===== config.mk =====
export PLATFORM = sky130hd
export DESIGN_NAME = bit_stuffer_flat
export DESIGN_NICKNAME = d
export VERILOG_FILES = /design/src/rtl/usb_pkg.sv /design/src/rtl/bit_stuffer_if.sv /design/src/rtl/bit_stuffer_run.sv /design/src/rtl/bit_stuffer.sv /design/src/flat_wrapper.sv
export SDC_FILE = /design/constraint.sdc
export NUM_CORES = 1
export LEC_CHECK = 0
export CAP_MARGIN = 20
export CORE_MARGIN = 2
export CORE_UTILIZATION = 30
export CTS_BUF_LIST = sky130_fd_sc_hd__clkbuf_16
export CTS_CLUSTER_SIZE = 24
export DETAILED_ROUTE_END_ITERATION = 6
export GPL_TIMING_DRIVEN = 0
export HOLD_SLACK_MARGIN = 0.02
export PLACE_DENSITY = 0.54
export SYNTH_ARGS = -nofsm -noshare
export SYNTH_HDL_FRONTEND = slang
export SYNTH_SLANG_ARGS = --single-unit

===== constraint.sdc =====
create_clock -name clock -period 3.4 [get_ports clock]
set_input_delay 0.68 -clock clock [delete_from_list [all_inputs] [get_ports clock]]
set_output_delay 0.68 -clock clock [all_outputs]
set_load 0.01 [all_outputs]

===== src/rtl/usb_pkg.sv =====
// Shared USB transmit-path definitions used by the bit stuffer.
package usb_pkg;

    // Default number of consecutive 1s that forces a stuffed 0.
    localparam int unsigned STUFF_RUN_DEFAULT = 6;

    // Bit stuffer FSM states.
    typedef enum logic [1:0] {
        IDLE   = 2'd0,
        ACTIVE = 2'd1,
        STUFF  = 2'd2
    } bs_state_t;

endpackage


===== src/rtl/bit_stuffer_if.sv =====
// Bit-serial packet stream into and out of the bit stuffer.
interface bit_stuffer_if;

    logic       in_valid;
    logic       in_bit;
    logic       in_last;
    logic       bs_ready;
    logic       out_valid;
    logic       out_bit;
    logic       out_last;
    logic [7:0] stuff_count;

    // Environment side: drives packet bits, observes line bits.
    modport master (
        output in_valid, in_bit, in_last,
        input  bs_ready, out_valid, out_bit, out_last, stuff_count
    );

    // Stuffer side.
    modport slave (
        input  in_valid, in_bit, in_last,
        output bs_ready, out_valid, out_bit, out_last, stuff_count
    );

endinterface


===== src/rtl/bit_stuffer_run.sv =====
// Ones-run counter: tracks consecutive accepted 1s and flags the bit
// that completes a run of STUFF_RUN.
module bs_run_counter
    import usb_pkg::*;
#(
    parameter int unsigned STUFF_RUN = STUFF_RUN_DEFAULT
) (
    input  logic clock,
    input  logic reset,
    input  logic accept,
    input  logic data_bit,
    input  logic clr,
    output logic run_hit
);

    localparam logic [2:0] RUN_LIMIT = 3'(STUFF_RUN);

    logic [2:0] run;

    // The accepted bit is a 1 that brings the run to STUFF_RUN.
    assign run_hit = accept && data_bit && (run == RUN_LIMIT - 3'd1);

    // Run register: clear wins over counting; idle cycles hold the run.
    always_ff @(posedge clock) begin
        // NOTE: sequential state is written with non-blocking assignments so
        // every flop samples its inputs from the same pre-edge values.
        if (reset || clr) begin
            run <= 3'd0;
        end else if (accept) begin
            run <= data_bit ? run + 3'd1 : 3'd0;
        end
    end

endmodule


===== src/rtl/bit_stuffer.sv =====
// Bit stuffer: inserts a 0 after every STUFF_RUN consecutive 1s of a
// packet and forwards the line bits, registered, toward the NRZI encoder.
module bit_stuffer
    import usb_pkg::*;
#(
    parameter int unsigned STUFF_RUN = STUFF_RUN_DEFAULT
) (
    input  logic          clock,
    input  logic          reset,
    bit_stuffer_if.slave  bus
);

    bs_state_t state;
    logic      pending_last;
    logic      accept;
    logic      run_hit;
    logic      run_clr;

    // Upstream stalls only while the stuffed bit is being emitted.
    assign bus.bs_ready = (state != STUFF);
    assign accept       = bus.in_valid && bus.bs_ready;

    // Run restarts after each stuffed bit and at every unstuffed packet end.
    assign run_clr = (state == STUFF) || (accept && bus.in_last && !run_hit);

    bs_run_counter #(
        .STUFF_RUN (STUFF_RUN)
    ) u_run (
        .clock    (clock),
        .reset    (reset),
        .accept   (accept),
        .data_bit (bus.in_bit),
        .clr      (run_clr),
        .run_hit  (run_hit)
    );

    // FSM, registered line outputs and per-packet stuff counter.
    always_ff @(posedge clock) begin
        if (reset) begin
            state           <= IDLE;
            pending_last    <= 1'b0;
            bus.out_valid   <= 1'b0;
            bus.out_bit     <= 1'b0;
            bus.out_last    <= 1'b0;
            bus.stuff_count <= 8'd0;
        end else begin
            // NOTE: outputs default to 0 each cycle and are overridden only
            // when a bit is produced, so no path leaves a stale line bit.
            bus.out_valid <= 1'b0;
            bus.out_bit   <= 1'b0;
            bus.out_last  <= 1'b0;
            case (state)
                IDLE, ACTIVE: begin
                    if (accept) begin
                        bus.out_valid <= 1'b1;
                        bus.out_bit   <= bus.in_bit;
                        // A last bit that triggers stuffing hands out_last
                        // over to the stuffed 0 that follows it.
                        bus.out_last  <= bus.in_last && !run_hit;
                        if (state == IDLE) begin
                            bus.stuff_count <= 8'd0;
                        end
                        if (run_hit) begin
                            state        <= STUFF;
                            pending_last <= bus.in_last;
                        end else if (bus.in_last) begin
                            state <= IDLE;
                        end else begin
                            state <= ACTIVE;
                        end
                    end
                end
                STUFF: begin
                    bus.out_valid <= 1'b1;
                    bus.out_last  <= pending_last;
                    pending_last  <= 1'b0;
                    if (bus.stuff_count != 8'hFF) begin
                        bus.stuff_count <= bus.stuff_count + 8'd1;
                    end
                    state <= pending_last ? IDLE : ACTIVE;
                end
                default: state <= IDLE;
            endcase
        end
    end

endmodule

===== src/flat_wrapper.sv =====
// flat-port wrapper written by rule: the top's interface ports become plain ports
module bit_stuffer_flat import usb_pkg::*;
#(
    parameter int unsigned STUFF_RUN = STUFF_RUN_DEFAULT
)
  (clock, reset, bus_in_valid, bus_in_bit, bus_in_last, bus_bs_ready, bus_out_valid, bus_out_bit, bus_out_last, bus_stuff_count);
  bit_stuffer_if bus_i ();
  input  logic clock;
  input  logic reset;
  input wire logic [$bits(bus_i.in_valid)-1:0] bus_in_valid;
  input wire logic [$bits(bus_i.in_bit)-1:0] bus_in_bit;
  input wire logic [$bits(bus_i.in_last)-1:0] bus_in_last;
  output wire logic [$bits(bus_i.bs_ready)-1:0] bus_bs_ready;
  output wire logic [$bits(bus_i.out_valid)-1:0] bus_out_valid;
  output wire logic [$bits(bus_i.out_bit)-1:0] bus_out_bit;
  output wire logic [$bits(bus_i.out_last)-1:0] bus_out_last;
  output wire logic [$bits(bus_i.stuff_count)-1:0] bus_stuff_count;
  assign bus_i.in_valid = bus_in_valid;
  assign bus_i.in_bit = bus_in_bit;
  assign bus_i.in_last = bus_in_last;
  assign bus_bs_ready = bus_i.bs_ready;
  assign bus_out_valid = bus_i.out_valid;
  assign bus_out_bit = bus_i.out_bit;
  assign bus_out_last = bus_i.out_last;
  assign bus_stuff_count = bus_i.stuff_count;
  bit_stuffer #(.STUFF_RUN(STUFF_RUN)) u_core (.clock(clock), .reset(reset), .bus(bus_i));
endmodule

; ---- Word level (Yosys, flattened, before mapping)
; Cells that the tools add are included.
[word_totals]
register_bits = 17
[op_classes]
reduce_logical = 15
eq_ne = 9
bitwise_logic = 2
addsub = 2
muxes = 17
[op_table]
columns = op, n
row1 = 8-bit two-way mux, 3
row2 = 8-bit one-hot mux with 2 select lines, 1
row3 = 8-bit by 1-bit adder with 8-bit output (second input constant), 1
row4 = 8-bit != test (second input constant), 1
row5 = 1-bit logical AND, 6
row6 = 1-bit two-way mux, 6
row7 = 2-bit by 1-bit != test with 1-bit output (second input constant), 3
row8 = 1-bit one-hot mux with 2 select lines, 3
row9 = 2-bit two-way mux, 2
row10 = 2-bit != test (second input constant), 2
row11 = 2-bit one-hot mux with 2 select lines, 1
row12 = 4-bit AND reduction, 1
row13 = 3-bit by 1-bit adder with 3-bit output (second input constant), 1
row14 = 3-bit equality test (second input constant), 1
row15 = 3-bit two-way mux, 1
row16 = 3-bit AND reduction, 1
row17 = 3-bit OR reduction, 1
row18 = 2-bit by 1-bit equality test with 1-bit output (second input constant), 1
row19 = 2-bit equality test (second input constant), 1
row20 = 2-bit logical NOT, 1
row21 = 1-bit logical OR, 2
row22 = 1-bit NOT, 2
row23 = 2-bit nonzero test, 1
row24 = 2-bit OR reduction, 1
row25 = 1-bit logical NOT, 1

; ---- Logic depth before layout (Yosys ltp)
[depth]
depth_word = 8
depth_mapped = 7
mapped_depth_nobuf = 6

; ---- By module
; A second synthesis with hierarchy kept.
[hier_totals]
hier_cells = 104
area_unflattened_um2 = 930.9
[modules_own_cells]
columns = mod, n_inst, cells_per_inst, area_per_inst_um2
row1 = bit_stuffer, 1, 85, 759.5
row2 = bs_run_counter, 1, 19, 171.4

; ---- Worst setup path after synthesis
; OpenSTA, ideal clock, no wires.
[synth_timing]
path_type = register -> register
from = register u_core.bus.stuff_count[0]
to = register u_core.bus.stuff_count[7]
path_slack_ns = 1.666
arrival_ns = 1.660
synth_period_minus_slack_ns = 1.734
path_stages_with_launch = 7
cell_sequence = dfxtp_1 -> ha_1 -> and4_1 -> buf_6 -> a311o_1 -> or3_1 -> o211ai_2
[synth_between]
elab_chain_cells = 3
elab_cells_between_ends = 6
cone_classes = add/sub (1) / eq/ne (2) / mux (2) / reduce/logical (1)
[synth_rtl]
columns = item, line
row1 = from (decl), bit_stuffer_if.sv:22  ; output bs_ready, out_valid, out_bit, out_last, stuff_count
row2 = from (signal assigned), bit_stuffer.sv:78  ; bus.stuff_count <= bus.stuff_count + 8'd1;
row3 = 8-bit by 1-bit adder with 8-bit output or 8-bit != test (tied branches), "bit_stuffer.sv:78, bit_stuffer.sv:77"
row4 = 8-bit two-way mux or 2-bit != test (tied branches), --
row5 = 8-bit one-hot mux with 2 select lines or 4-bit AND reduction (tied branches), --
; Several ways; a longest one is shown, not always the timed one. The select of a mux whose other input is x is not followed.
; A chain may end at the register's enable or synchronous reset.

; ---- Final worst setup path
[layout_timing]
from = register u_core.state[0]
to = output bus_bs_ready
[layout_between]
elab_chain_cells = 1
[layout_rtl]
columns = item, line
row1 = from (decl), bit_stuffer.sv:13  ; bs_state_t state;
row2 = from (signal assigned), bit_stuffer.sv:80  ; state <= pending_last ? IDLE : ACTIVE;
row3 = 2-bit != test, bit_stuffer.sv:20  ; assign bus.bs_ready = (state != STUFF);
row4 = to (decl), flat_wrapper.sv:13  ; output wire logic [$bits(bus_i.bs_ready)-1:0] bus_bs_ready;
; Every way passes these cells.

==> results by group <==
Status
  • Status: finished, final reports clean

Die
  • Total core area: 2780 um^2
  • Initial Util: 0.320
  • Chip width: 58.5 um
  • Die Ht: 58.5 um
  • Full die area: 3420 um^2
  • # rows: 19
  • I/O pin total: 17

STA
  • Max-slew violations: 0
  • Worst clock skew: 0.00114 ns
  • Period minus WS final: 2.48 ns
  • Fin crit share: 0.729
  • Worst Slack Setup Final: 0.921 ns
  • Normalized max-slew margin: 0.711
  • Setup-failing EPs final: 0
  • Final setup TNS: 0 ns
  • Setup repair after global routing missed its margin: no
  • FMAX: 0.403 GHz
  • Worst-Margin Slew: 0.434 ns
  • Final hold violations: 0

Clocking
  • CTS buffer count: 3
  • H-tree levels: 1
  • Clk_lat worst skew: 0.25 ns
  • Clock sinks: 17
  • Setup bufs post-CTS: 0
  • Max clock buf depth: 2
  • Post-cts hold buffer count: 0
  • TritonCTS clock tree: yes
  • Resize count post-CTS: 0
  • Root Buffer: clkbuf_16
  • Worst-path clk slew: 0.05 ns

Yosys
  • Synthesized net count: 110
  • Largest family of logic cells by synthesized area: simple AND/OR/NAND/NOR gates
  • Synth top area share: 0.383
  • Ys async rst share: 0
  • EDFF count, synth: 0
  • Top_reg_cell synth: dfxtp_1
  • Synth Area in Compound Gates: 0.214
  • Sequential share of the synthesized area: 0.383
  • Fraction of the mapped netlist area in simple logic gates: 0.276
  • Gate count of the mapped netlist: 102
  • Xor and xnor fraction of the mapped netlist area: 0
  • Syn. warnings: 0
  • Syn_area_per_cell: 8.72 um^2
  • Multiplexer share of the synthesized area: 0.0225
  • Yosys top cell by area: dfxtp_1
  • #FFs+latches synth: 17
  • Post-Synth Adder-Cell Area: 0.0422
  • Netlist cell types: 40
  • Top cells by area, synth: dfxtp_1, ha_1, nor2_1
  • Mapped cell area: 890 um^2

Setup path
  • Worst R2R End: u_core.bus.stuff_count[7]
  • Reg2reg start: u_core.bus.stuff_count[0]
  • Required @ worst endpoint: 2.72 ns
  • CP Class: flop to primary output
  • Crit path to: bus_bs_ready
  • R2R Setup Slk: 1.60 ns
  • R2R depth: 6
  • Largest fanout on the critical path: 10
  • Crit path launch: u_core.state[0]
  • Endpoint type of the worst setup path: primary output
  • Startpoint Class: flop
  • Critical path arrival: 1.80 ns

Layout
  • Leading cell type in the layout, fill and taps excluded: dfxtp_1
  • Multi-input gate area: 493 um^2
  • Fraction of layout cells with a size suffix above 1: 0.0909
  • Post-route cell area: 1160 um^2
  • Final non-filler cell total: 152
  • Synthesis-to-layout area growth: 30.2%
  • Seq. cell area: 340 um^2
  • Commonest cells after routing, fill and taps aside: dfxtp_1, clkdlybuf4s50_1, nor2_1
  • Filler cells: 305
  • Nets@finish: 130
  • Diodes inserted: 0

Global route
  • Initial antenna violation count: 0
  • First-pass GRT wire length: 3.29 mm
  • All-Layer GR Usage: 0.127
  • Vias in the first global route: 747
  • Total gr overflow: 0
  • Largest net degree at the start of global routing: 11

Detailed routing
  • Routed wire per std cell: 12.7 um
  • Vias: 811
  • Drt pass-1 iters: 4
  • Post-route ant nets: 0
  • Post-Route WL: 1.92 mm
  • DR iter-0 viols: 25
  • DRC viols: 0
  • Vias per cell: 5.34

Placed design
  • RePlAce Congestion: 0.766
  • Pre-CTS setup slack: 1.06 ns
  • DPL Wire Length: 1.46 mm
  • PortBufs: 15
  • Placed cell area: 1080 um^2
  • Total placed cells including tap cells: 148

Pwr
  • Total power draw: 0.466 mW
  • P_leak: 0.412 nW
  • Pwr per Cell Area: 403 nW/um^2
  • Peak supply drop: 0.393 mV

Flow run
  • Max-Cap Viols: 0

Worst hold path
  • Worst Hold Class: flop to flop
[cells in the mapped netlist (2+ instances only)]
cell type and count:
a311oi_1 3, nand4b_1 3, ha_1 3, inv_1 4, nor2b_1 2, nand2b_1 3, nor2_1 9, a21oi_1 6
nand2_1 6, o21ai_0 3, or3_1 2, nor3_1 5, clkbuf_1 3, dfxtp_1 17, mux2i_1 2, nand3_1 5
a21boi_0 2, nand4_1 2
[worst min path at each step]
stage | end | from | slack (ns) | cells after the start
2_1_floorplan | u_core.u_run.run[2] | u_core.u_run.run[2] | 0.46 | 2
3_3_place_gp | u_core.u_run.run[1] | u_core.u_run.run[1] | 0.48 | 2
3_5_place_dp | u_core.u_run.run[1] | u_core.u_run.run[1] | 0.48 | 2
4_1_cts | u_core.u_run.run[1] | u_core.u_run.run[1] | 0.48 | 2
5_1_grt | u_core.u_run.run[1] | u_core.u_run.run[1] | 0.53 | 2
6_report | u_core.u_run.run[1] | u_core.u_run.run[1] | 0.48 | 2
[worst max-delay path, stage by stage (launching register included)]
cell	delay, ns
dfxtp_1	0.41
and2b_4	0.25
inv_4	0.09
buf_2	0.23
clkdlybuf4s50_1	0.58
[per-layer routing]
| metal | vias to the layer above | global-route usage | share of wire |
|---|---|---|---|
| met1 | 379 | 0.150 | 0.45 |
| met5 | - | 0 | 0 |
| met4 | 0 | 0.0299 | 0.0052 |
| li1 | 413 | - | - |
| met3 | 2 | 0.0462 | 0.049 |
| met2 | 17 | 0.220 | 0.49 |
[stage by stage]
stage	hold WS (ns)	util
3_3_place_gp	0.480	0.388
4_1_cts	0.484	0.417
5_1_grt	0.529	0.417
3_5_place_dp	0.477	0.388
2_1_floorplan	0.457	-
6_report	0.479	0.417
[cell type report]
class                      instances  share of cell area
sequential                        17               0.294
clock buffer                       3              0.0648
inverter                           5              0.0184
timing repair buffer              15               0.130
buffer                             6              0.0302
multi-input combinational         74               0.425
clock inverter                     1             0.00432
tap                               31              0.0335
[power breakdown]
group | internal (mW) | total, mW | switching [mW]
clock | 0.157 | 0.234 | 0.0768
sequential | 0.202 | 0.204 | 0.00190
combinational | 0.0132 | 0.0279 | 0.0147
total | 0.373 | 0.466 | 0.0934
[state kept, by name, indices dropped and copies added, names as in the netlist]
name                    cells
u_core.bus.stuff_count      8
u_core.u_run.run            3
u_core.state                2
u_core.bus.out_bit          1
u_core.bus.out_last         1
u_core.bus.out_valid        1
u_core.pending_last         1
[cells by family (layout without fill, tap and decap cells)]
group / Yosys count / in the layout
and+or+nand+nor: 43 / 43
muxes: 2 / 2
AOI/OAI and AO/OA: 26 / 26
adders and majority gates: 3 / 3
buffers and inverters: 11 / 30
DFF: 17 / 17
Power figures use the tool's default switching activity.
